[src/rtl/gmsk_pkg.sv]
// Shared constants, Gaussian tap table and types for the GMSK frequency shaper.
package gmsk_pkg;

    localparam int SPS   = 8;
    localparam int F_DEV = 16;
    localparam int TAPS  = 3 * SPS;

    typedef logic [4:0] tap_t;

    // Symmetric Gaussian taps; each column G[k], G[k+8], G[k+16] sums to F_DEV.
    localparam tap_t G [0:TAPS-1] = '{
        5'd0,  5'd0,  5'd0,  5'd1,  5'd1,  5'd2,  5'd3,  5'd4,
        5'd12, 5'd13, 5'd14, 5'd14, 5'd14, 5'd14, 5'd13, 5'd12,
        5'd4,  5'd3,  5'd2,  5'd1,  5'd1,  5'd0,  5'd0,  5'd0
    };

    typedef enum logic [1:0] {
        IDLE,
        FILL,
        RUN,
        FLUSH
    } state_t;

    typedef struct packed {
        logic s_prev;
        logic s_cur;
        logic s_next;
    } window_t;

    function automatic logic signed [6:0] signed_tap(input logic a, input tap_t g);
        logic signed [6:0] mag;
        mag = $signed({2'b00, g});
        return a ? mag : -mag;
    endfunction

endpackage

[src/rtl/gmsk_freq_shaper_if.sv]
// Serial NRZ bit handshake between the bit source and the frequency shaper.
interface gmsk_freq_shaper_if;

    logic bit_in;
    logic bit_valid;
    logic bit_ready;

    modport master (
        output bit_in,
        output bit_valid,
        input  bit_ready
    );

    modport slave (
        input  bit_in,
        input  bit_valid,
        output bit_ready
    );

endinterface

[src/rtl/gmsk_pulse_sum.sv]
// Combinational Gaussian pulse sum: three-symbol window and sample index to a
// saturated 8-bit DDS frequency word.
module gmsk_pulse_sum
    import gmsk_pkg::*;
(
    input  window_t    win,
    input  logic [2:0] k,
    input  logic [7:0] f_center,
    output logic [7:0] word
);

    logic signed [6:0] dev;
    logic signed [9:0] sum;

    // NOTE: every always_comb output is assigned on every path, otherwise a latch is inferred.
    always_comb begin
        dev = signed_tap(win.s_prev, G[{2'b10, k}])
            + signed_tap(win.s_cur,  G[{2'b01, k}])
            + signed_tap(win.s_next, G[{2'b00, k}]);
        sum = $signed({2'b00, f_center}) + $signed({{3{dev[6]}}, dev});
        if (sum < 0) begin
            word = 8'd0;
        end else if (sum > 10'sd255) begin
            word = 8'hFF;
        end else begin
            word = sum[7:0];
        end
    end

endmodule

[src/rtl/gmsk_freq_shaper.sv]
// GMSK transmit front end: bit handshake, symbol window FSM and registered
// frequency word / DDS enable outputs.
module gmsk_freq_shaper
    import gmsk_pkg::*;
#(
    parameter logic [7:0] F_CENTER = 8'd64
) (
    input  logic                      clk,
    input  logic                      rst,
    input  logic                      tx_en,
    gmsk_freq_shaper_if.slave         bit_if,
    output logic [7:0]                f_word,
    output logic                      wave_en,
    output logic                      underrun,
    output logic                      busy
);

    localparam logic [2:0] K_LAST = 3'(SPS - 1);

    state_t     state;
    logic [2:0] k;
    window_t    win;

    logic       at_boundary;
    logic       accept;
    logic       new_bit;
    logic [7:0] sum_word;

    assign at_boundary = (k == K_LAST);
    assign accept      = bit_if.bit_valid & bit_if.bit_ready;
    // A missing bit at a boundary repeats the previous look-ahead symbol.
    assign new_bit     = accept ? bit_if.bit_in : win.s_next;
    assign busy        = (state != IDLE);
    assign underrun    = (state == RUN) & at_boundary & tx_en & ~bit_if.bit_valid;

    always_comb begin
        bit_if.bit_ready = 1'b0;
        case (state)
            IDLE:    bit_if.bit_ready = tx_en;
            FILL:    bit_if.bit_ready = 1'b1;
            RUN:     bit_if.bit_ready = tx_en & at_boundary;
            default: bit_if.bit_ready = 1'b0;
        endcase
    end

    gmsk_pulse_sum u_pulse_sum (
        .win      (win),
        .k        (k),
        .f_center (F_CENTER),
        .word     (sum_word)
    );

    // NOTE: sequential state uses non-blocking assignments so every register samples pre-edge values.
    always_ff @(posedge clk) begin
        if (rst) begin
            state   <= IDLE;
            k       <= 3'd0;
            win     <= '0;
            f_word  <= 8'd0;
            wave_en <= 1'b0;
        end else begin
            f_word  <= 8'd0;
            wave_en <= 1'b0;
            case (state)
                IDLE: begin
                    if (accept) begin
                        win.s_prev <= bit_if.bit_in;
                        win.s_cur  <= bit_if.bit_in;
                        state      <= FILL;
                    end
                end
                FILL: begin
                    if (accept) begin
                        win.s_next <= bit_if.bit_in;
                        k          <= 3'd0;
                        state      <= RUN;
                    end else if (!tx_en) begin
                        win.s_next <= win.s_cur;
                        k          <= 3'd0;
                        state      <= FLUSH;
                    end
                end
                RUN: begin
                    f_word  <= sum_word;
                    wave_en <= 1'b1;
                    k       <= k + 3'd1;
                    if (at_boundary) begin
                        win.s_prev <= win.s_cur;
                        win.s_cur  <= win.s_next;
                        win.s_next <= new_bit;
                        if (!tx_en) begin
                            state <= FLUSH;
                        end
                    end
                end
                FLUSH: begin
                    // Last symbol plays out with the look-ahead bit frozen.
                    f_word  <= sum_word;
                    wave_en <= 1'b1;
                    k       <= k + 3'd1;
                    if (at_boundary) begin
                        state <= IDLE;
                    end
                end
                default: state <= IDLE;
            endcase
        end
    end

endmodule

[src/flat_wrapper.sv]
// flat-port wrapper written by rule: the top's interface ports become plain ports
module gmsk_freq_shaper_flat import gmsk_pkg::*;
#(
    parameter logic [7:0] F_CENTER = 8'd64
)
  (clk, rst, tx_en, f_word, wave_en, underrun, busy, bit_if_bit_in, bit_if_bit_valid, bit_if_bit_ready);
  gmsk_freq_shaper_if bit_if_i ();
  input  logic clk;
  input  logic rst;
  input  logic tx_en;
  output logic [7:0] f_word;
  output logic wave_en;
  output logic underrun;
  output logic busy;
  input wire logic [$bits(bit_if_i.bit_in)-1:0] bit_if_bit_in;
  input wire logic [$bits(bit_if_i.bit_valid)-1:0] bit_if_bit_valid;
  output wire logic [$bits(bit_if_i.bit_ready)-1:0] bit_if_bit_ready;
  assign bit_if_i.bit_in = bit_if_bit_in;
  assign bit_if_i.bit_valid = bit_if_bit_valid;
  assign bit_if_bit_ready = bit_if_i.bit_ready;
  gmsk_freq_shaper #(.F_CENTER(F_CENTER)) u_core (.clk(clk), .rst(rst), .tx_en(tx_en), .bit_if(bit_if_i), .f_word(f_word), .wave_en(wave_en), .underrun(underrun), .busy(busy));
endmodule
[config.mk]
export PLATFORM = sky130hd
export DESIGN_NAME = gmsk_freq_shaper_flat
export DESIGN_NICKNAME = d
export VERILOG_FILES = /design/src/rtl/gmsk_pkg.sv /design/src/rtl/gmsk_freq_shaper_if.sv /design/src/rtl/gmsk_pulse_sum.sv /design/src/rtl/gmsk_freq_shaper.sv /design/src/flat_wrapper.sv
export SDC_FILE = /design/constraint.sdc
export NUM_CORES = 1
export LEC_CHECK = 0
export ABC_AREA = 1
export ABC_CLOCK_PERIOD_IN_PS = 4940
export CAP_MARGIN = 5
export CORE_UTILIZATION = 40
export DETAILED_ROUTE_END_ITERATION = 12
export GPL_TIMING_DRIVEN = 0
export PLACE_DENSITY = 0.62
export SLEW_MARGIN = 20
export SYNTH_ARGS = -nofsm -noshare
export SYNTH_HDL_FRONTEND = slang
export SYNTH_HIERARCHICAL = 1
export SYNTH_SLANG_ARGS = --single-unit
[constraint.sdc]
create_clock -name clk -period 4.94 [get_ports clk]
set_clock_uncertainty 0.2 [all_clocks]
set_input_delay 0.741 -clock clk [delete_from_list [all_inputs] [get_ports clk]]
set_output_delay 0.741 -clock clk [all_outputs]
set_load 0.01 [all_outputs]
==> flow_summary_export.csv, run 1 <==
group,metric,value,unit
cts,clkSinkCount,17,
setup_path,critical_path.max_fanout,8,
cts,clk_path_buf_depth,2,
detailed_routing,first_pass_iters,4,
timing,final_critical_path_setup_slack,0.501,ns
yosys,netlist_instances,325,
detailed_routing,initial_drt_markers,47,
min_path,holdPathStages,2,
final_layout,area.growth.synth_to_final,15.7,%
timing,fin_worst_hold_slack,0.303,ns
timing,drv_slew,0,
timing,max_clock_freq,225,MHz
global_route,grt_first_pass_wirelength,6960,um
global_route,vias_in_the_first_global_route,1775,
setup_path,cell_depth_of_the_worst_flop_to_flop_path,26,
place,pre_cts_ws,0.386,ns
detailed_routing,viasPerCell,4.48,
min_path,worstHoldStart,"u_core/k[2]",
timing,setup-tns-final,0,ns
floorplan,pin_count,17,
floorplan,std_cell_rows,25,
cts,cts_inserted_buffers,3,
floorplan,die-height,73.6,um
yosys,synth_cell_type_count,30,
final_layout,layout.cells.most_common,"nand2_1",
setup_path,crit-reg2reg-capture,"u_core/f_word[2]",
detailed_routing,routed-via-count,1880,
timing,min_period_over_period,89.9,%
floorplan,floorplan.initialDensity,42.6,%
timing,finalHoldViolations,0,
setup_path,worst_setup_path_startpoint,"u_core/k[1]",
floorplan,floorplan.core_area,4820,um2
final_layout,drive_gt1_share,5.95,%
min_path,hold_end,"u_core/k[2]",
place,globalplace.congestion,0.819,
setup_path,required,4.93,ns
detailed_routing,wl,3730,um
timing,setup_violations,0,
global_route,grt_antenna_before_repair,0,
final_layout,seqCellArea,342,um2
setup_path,critical-path-slowest-cell,"fa_1",
floorplan,die-width,73.6,um
global_route,overflow,0,
place,dp.final_hpwl,3220,um
timing,finalWorstPathRequiredPeriod,4.44,ns
yosys,post_synth_instance_area,2050,um2
cts,clk_pin_slew_worst_paths,0.07,ns
setup_path,endpoint_kind,"flip-flop",
job,maxCapViolations,0,
place,port_buffers,16,
cts,cts_root_buf,"clkbuf_8",
detailed_routing,detail_route.wl_per_cell,8.88,um
cts,tritoncts,"yes",
cts,insertion_delay,0.25,ns
setup_path,critical_path_at,4.43,ns
setup_path,critPathLaunchType,"flip-flop",
cts,cts.repair_timing.setup_buffer_count,0,
final_layout,multiInputGateArea,1470,um2
global_route,grt.total_usage,16.1,%
final_layout,final_util,49.3,%
detailed_routing,drt_drc,0,
final_layout,fillers,537,
setup_path,rrSetupSlack,0.50,ns
outcome,status,"complete, no violations",
setup_path,max_stage_delay,0.50,ns
final_layout,most_used_cells_in_the_layout_excluding_fill_and_tap_cells,"nand2_1 (94), inv_1 (67), nor2_1 (31)",
min_path,hold_path.class,"flip-flop to flip-flop",
cts,postCtsResizedCells,0,
cts,cts-hold-fix-buffers,0,
final_layout,final_net_count,393,
timing,rsz0062_at_grt,"no",
floorplan,die-area,5420,um2
setup_path,regToRegStartpoint,"u_core/k[1]",
detailed_routing,postRouteAntennaNets,0,
yosys,synth_area_per_cell,6.31,um2
yosys,yosysWarnings,6,
final_layout,antennaDiodeCount,0,
yosys,synth_sequential_area_ratio,16.6,%
global_route,pin_count_of_the_biggest_net_entering_global_routing,11,
setup_path,path_class,"flip-flop to flip-flop",
yosys,synth-seq-cells,17,
cts,htree_levels,1,
cell families after synthesis:
logic type | Yosys count | share of synthesized area (%)
flip-flops | 17 | 16.6
other | 2 | 0.366
adder cells (fa/ha/maj) | 34 | 23.7
AO/OA/AOI/OAI | 29 | 7.87
XOR/XNOR | 9 | 3.84
AND/OR/NAND/NOR | 162 | 34.5
buffers and inverters | 72 | 13.2
synthesized netlist by cell type:
cell type	count	area [um2]
fa_1	8	160
xnor2_1	4	35.0
a21oi_1	11	55.1
inv_2	3	11.3
nand2_1	94	353
nand3_2	4	40.0
nand2_2	3	18.8
or2_2	1	6.26
conb_1	2	7.51
nor2_1	31	116
or2_4	1	8.76
o21bai_1	1	7.51
nand4_1	6	37.5
nand3_1	15	75.1
nor2_2	2	12.5
o21ai_0	9	45.0
inv_1	67	251
xor2_1	5	43.8
and2_1	2	12.5
o21ai_1	2	10.0
dfxtp_1	17	340
o2111ai_1	1	8.76
nand3b_1	2	15.0
nand2_4	1	11.3
a31oi_1	3	18.8
clkinv_1	1	3.75
a21boi_1	1	7.51
ha_1	26	325
a211o_1	1	8.76
buf_2	1	5.00
area by class of cell:
| class | count | share of cell area (%) |
|---|---|---|
| multi-input cells | 244 | 61.9 |
| well taps | 67 | 3.53 |
| clock buffers | 3 | 1.74 |
| clock inverters | 1 | 0.211 |
| inverters | 71 | 11.2 |
| plain buffers | 1 | 0.211 |
| repair buffers | 16 | 6.75 |
| flip-flops and latches | 17 | 14.4 |
worst max-delay path: cells and delay by family, from the launching register on:
family | cells | cell delay, ns
and+or+nand+nor | 14 | 1.33
AOI/OAI and AO/OA | 1 | 0.23
buffers and inverters | 5 | 0.33
adders and majority gates | 6 | 1.85
DFF | 1 | 0.44
per-stage QoR:
step / std cells / cell area [um2]
after global placement: 416 / 2330
after CTS: 420 / 2370
after detailed placement: 416 / 2330
after floorplan: 333 / 2080
final: 420 / 2370
after global routing: 420 / 2370
state kept, by name, indices dropped and copies added (netlist names):
name	count
u_core/wave_en	1
u_core/state	2
u_core/k	3
u_core/f_word	8
u_core/win	3
layer usage:
metal | up-vias | track usage, % | part of all wire, %
li1 | 1043 | - | -
met1 | 813 | 20.1 | 49
met2 | 20 | 28.0 | 47
met3 | 4 | 3.70 | 3.4
met4 | 0 | 3.42 | 0.75
met5 | - | 0 | 0
worst max path at each step:
stage	end	slack, ns
floorplan	u_core/f_word[0]	0.85
global placement	u_core/f_word[3]	0.40
detailed placement	u_core/f_word[6]	0.39
CTS	u_core/f_word[2]	0.36
global route	u_core/f_word[0]	0.03
finish	u_core/f_word[2]	0.50
Power of run 1 is left out: the tool's default activity adds up to more than one toggle a clock period on the data nets, which glitch-free logic cannot reach.
==> run 2, diff against run 1 <==
--- a/config.mk
+++ b/config.mk
@@ -8,6 +8,8 @@
 export ABC_AREA = 1
 export ABC_CLOCK_PERIOD_IN_PS = 4940
 export CAP_MARGIN = 5
+export CORE_ASPECT_RATIO = 0.5
+export CORE_MARGIN = 2
 export CORE_UTILIZATION = 40
 export DETAILED_ROUTE_END_ITERATION = 12
 export GPL_TIMING_DRIVEN = 0
==> flow_summary_export.csv, run 2 (synthesized netlist as in run 1, its figures left out) <==
group,metric,value,unit
floorplan,std_cell_rows,18,
cts,cts-hold-fix-buffers,0,
cts,clk_path_buf_depth,2,
setup_path,required,4.93,ns
global_route,grt_antenna_before_repair,0,
cts,cts.repair_timing.setup_buffer_count,0,
global_route,grt.total_usage,14.7,%
min_path,hold_path.class,"flip-flop to flip-flop",
global_route,pin_count_of_the_biggest_net_entering_global_routing,10,
final_layout,layout.cells.most_common,"nand2_1",
final_layout,drive_gt1_share,5.67,%
global_route,overflow,0,
outcome,status,"complete, no violations",
detailed_routing,initial_drt_markers,49,
setup_path,critPathLaunchType,"flip-flop",
detailed_routing,viasPerCell,4.53,
setup_path,critical_path_at,4.47,ns
min_path,holdPathStages,2,
timing,finalWorstPathRequiredPeriod,4.48,ns
floorplan,die-area,5750,um2
job,maxCapViolations,0,
place,port_buffers,16,
cts,clk_pin_slew_worst_paths,0.07,ns
setup_path,critical_path.max_fanout,8,
detailed_routing,routed-via-count,1917,
timing,max_clock_freq,223,MHz
timing,finalHoldViolations,0,
setup_path,path_class,"flip-flop to flip-flop",
setup_path,endpoint_kind,"flip-flop",
global_route,vias_in_the_first_global_route,1768,
detailed_routing,detail_route.wl_per_cell,9.16,um
detailed_routing,postRouteAntennaNets,0,
detailed_routing,drt_drc,0,
final_layout,most_used_cells_in_the_layout_excluding_fill_and_tap_cells,"nand2_1 (94), inv_1 (67), nor2_1 (31)",
cts,cts_inserted_buffers,3,
final_layout,area.growth.synth_to_final,15.8,%
final_layout,final_net_count,393,
cts,tritoncts,"yes",
floorplan,die-height,54.6,um
timing,setup-tns-final,0,ns
final_layout,antennaDiodeCount,0,
floorplan,floorplan.initialDensity,41.6,%
detailed_routing,first_pass_iters,4,
timing,min_period_over_period,90.7,%
timing,drv_slew,0,
floorplan,die-width,105,um
detailed_routing,wl,3880,um
cts,htree_levels,1,
final_layout,reg.largest.list,"u_core/f_word: 8 flops, u_core/k: 3 flops, u_core/win: 3 flops",
floorplan,pin_count,17,
timing,rsz0062_at_grt,"no",
place,dp.final_hpwl,3260,um
timing,setup_violations,0,
global_route,grt_first_pass_wirelength,6890,um
final_layout,registers.top_by_ff_count,"u_core/f_word",
final_layout,flip_flop_count_of_the_largest_register_after_layout,8,
cts,insertion_delay,0.25,ns
cts,cts_root_buf,"clkbuf_8",
place,globalplace.congestion,0.829,
floorplan,floorplan.core_area,4930,um2
setup_path,cell_depth_of_the_worst_flop_to_flop_path,26,
cts,clkSinkCount,17,
-- run 2: worst paths after layout --
check	from	end	slack, ns
worst min register to register	u_core/k[2]	u_core/k[2]	0.29
worst min-delay path	u_core/k[2]	u_core/k[2]	0.29
worst max register to register	u_core/k[1]	u_core/f_word[1]	0.46
worst max-delay path	u_core/k[1]	u_core/f_word[1]	0.46
-- run 2: layout make-up --
cell class / count / area (um2)
Fill cell: 510 / 2560
Multi-Input combinational cell: 244 / 1470
Sequential cell: 17 / 342
Inverter: 71 / 267
Timing Repair Buffer: 16 / 160
Tap cell: 70 / 87.6
Clock buffer: 4 / 45.0
Buffer: 1 / 5.00
-- run 2: metrics by stage --
stage	instance area (um2)	utilization [%]	hold slack [ns]	setup slack (ns)	std cells
final	2380	48.2	0.295	0.460	423
after global routing	2380	48.2	0.343	0.0208	423
after CTS	2370	48.1	0.295	0.349	423
after detailed placement	2330	47.2	0.283	0.394	419
after global placement	2330	47.2	0.273	0.467	419
after floorplan	2080	-	0.261	0.852	333
-- run 2: what timing repair did --
| item | CTS | global route |
|---|---|---|
| endpoints found under the setup margin | 0 | 8 |
| gates resized for setup | 0 | 3 |
| endpoints found under the hold margin | 0 | 0 |
-- run 2: critical path, stage by stage, from the launching register on --
cell	delay [ns]
dfxtp_1	0.45
inv_1	0.12
ha_1	0.31
nand2_1	0.10
and2_1	0.17
ha_1	0.26
o21ai_0	0.10
fa_1	0.61
inv_1	0.06
ha_1	0.31
nand2_1	0.07
nor2_1	0.04
nand2_1	0.10
nand3_2	0.09
nand2_2	0.09
nand2_2	0.09
ha_1	0.34
inv_1	0.07
nand2_1	0.08
nand3_1	0.08
nor2_1	0.13
nand3_2	0.19
nand3_1	0.12
nand2_1	0.05
inv_1	0.05
inv_1	0.03
nor2_1	0.09
-- run 2: metal layers --
metal / up-vias / track usage, % / share of wire [%]
li1: 1041 / - / -
met1: 842 / 16.0 / 47
met2: 32 / 30.6 / 49
met3: 2 / 3.57 / 3.7
met4: 0 / 2.22 / 0.26
met5: - / 0 / 0
Power of run 2 is left out for the same reason.
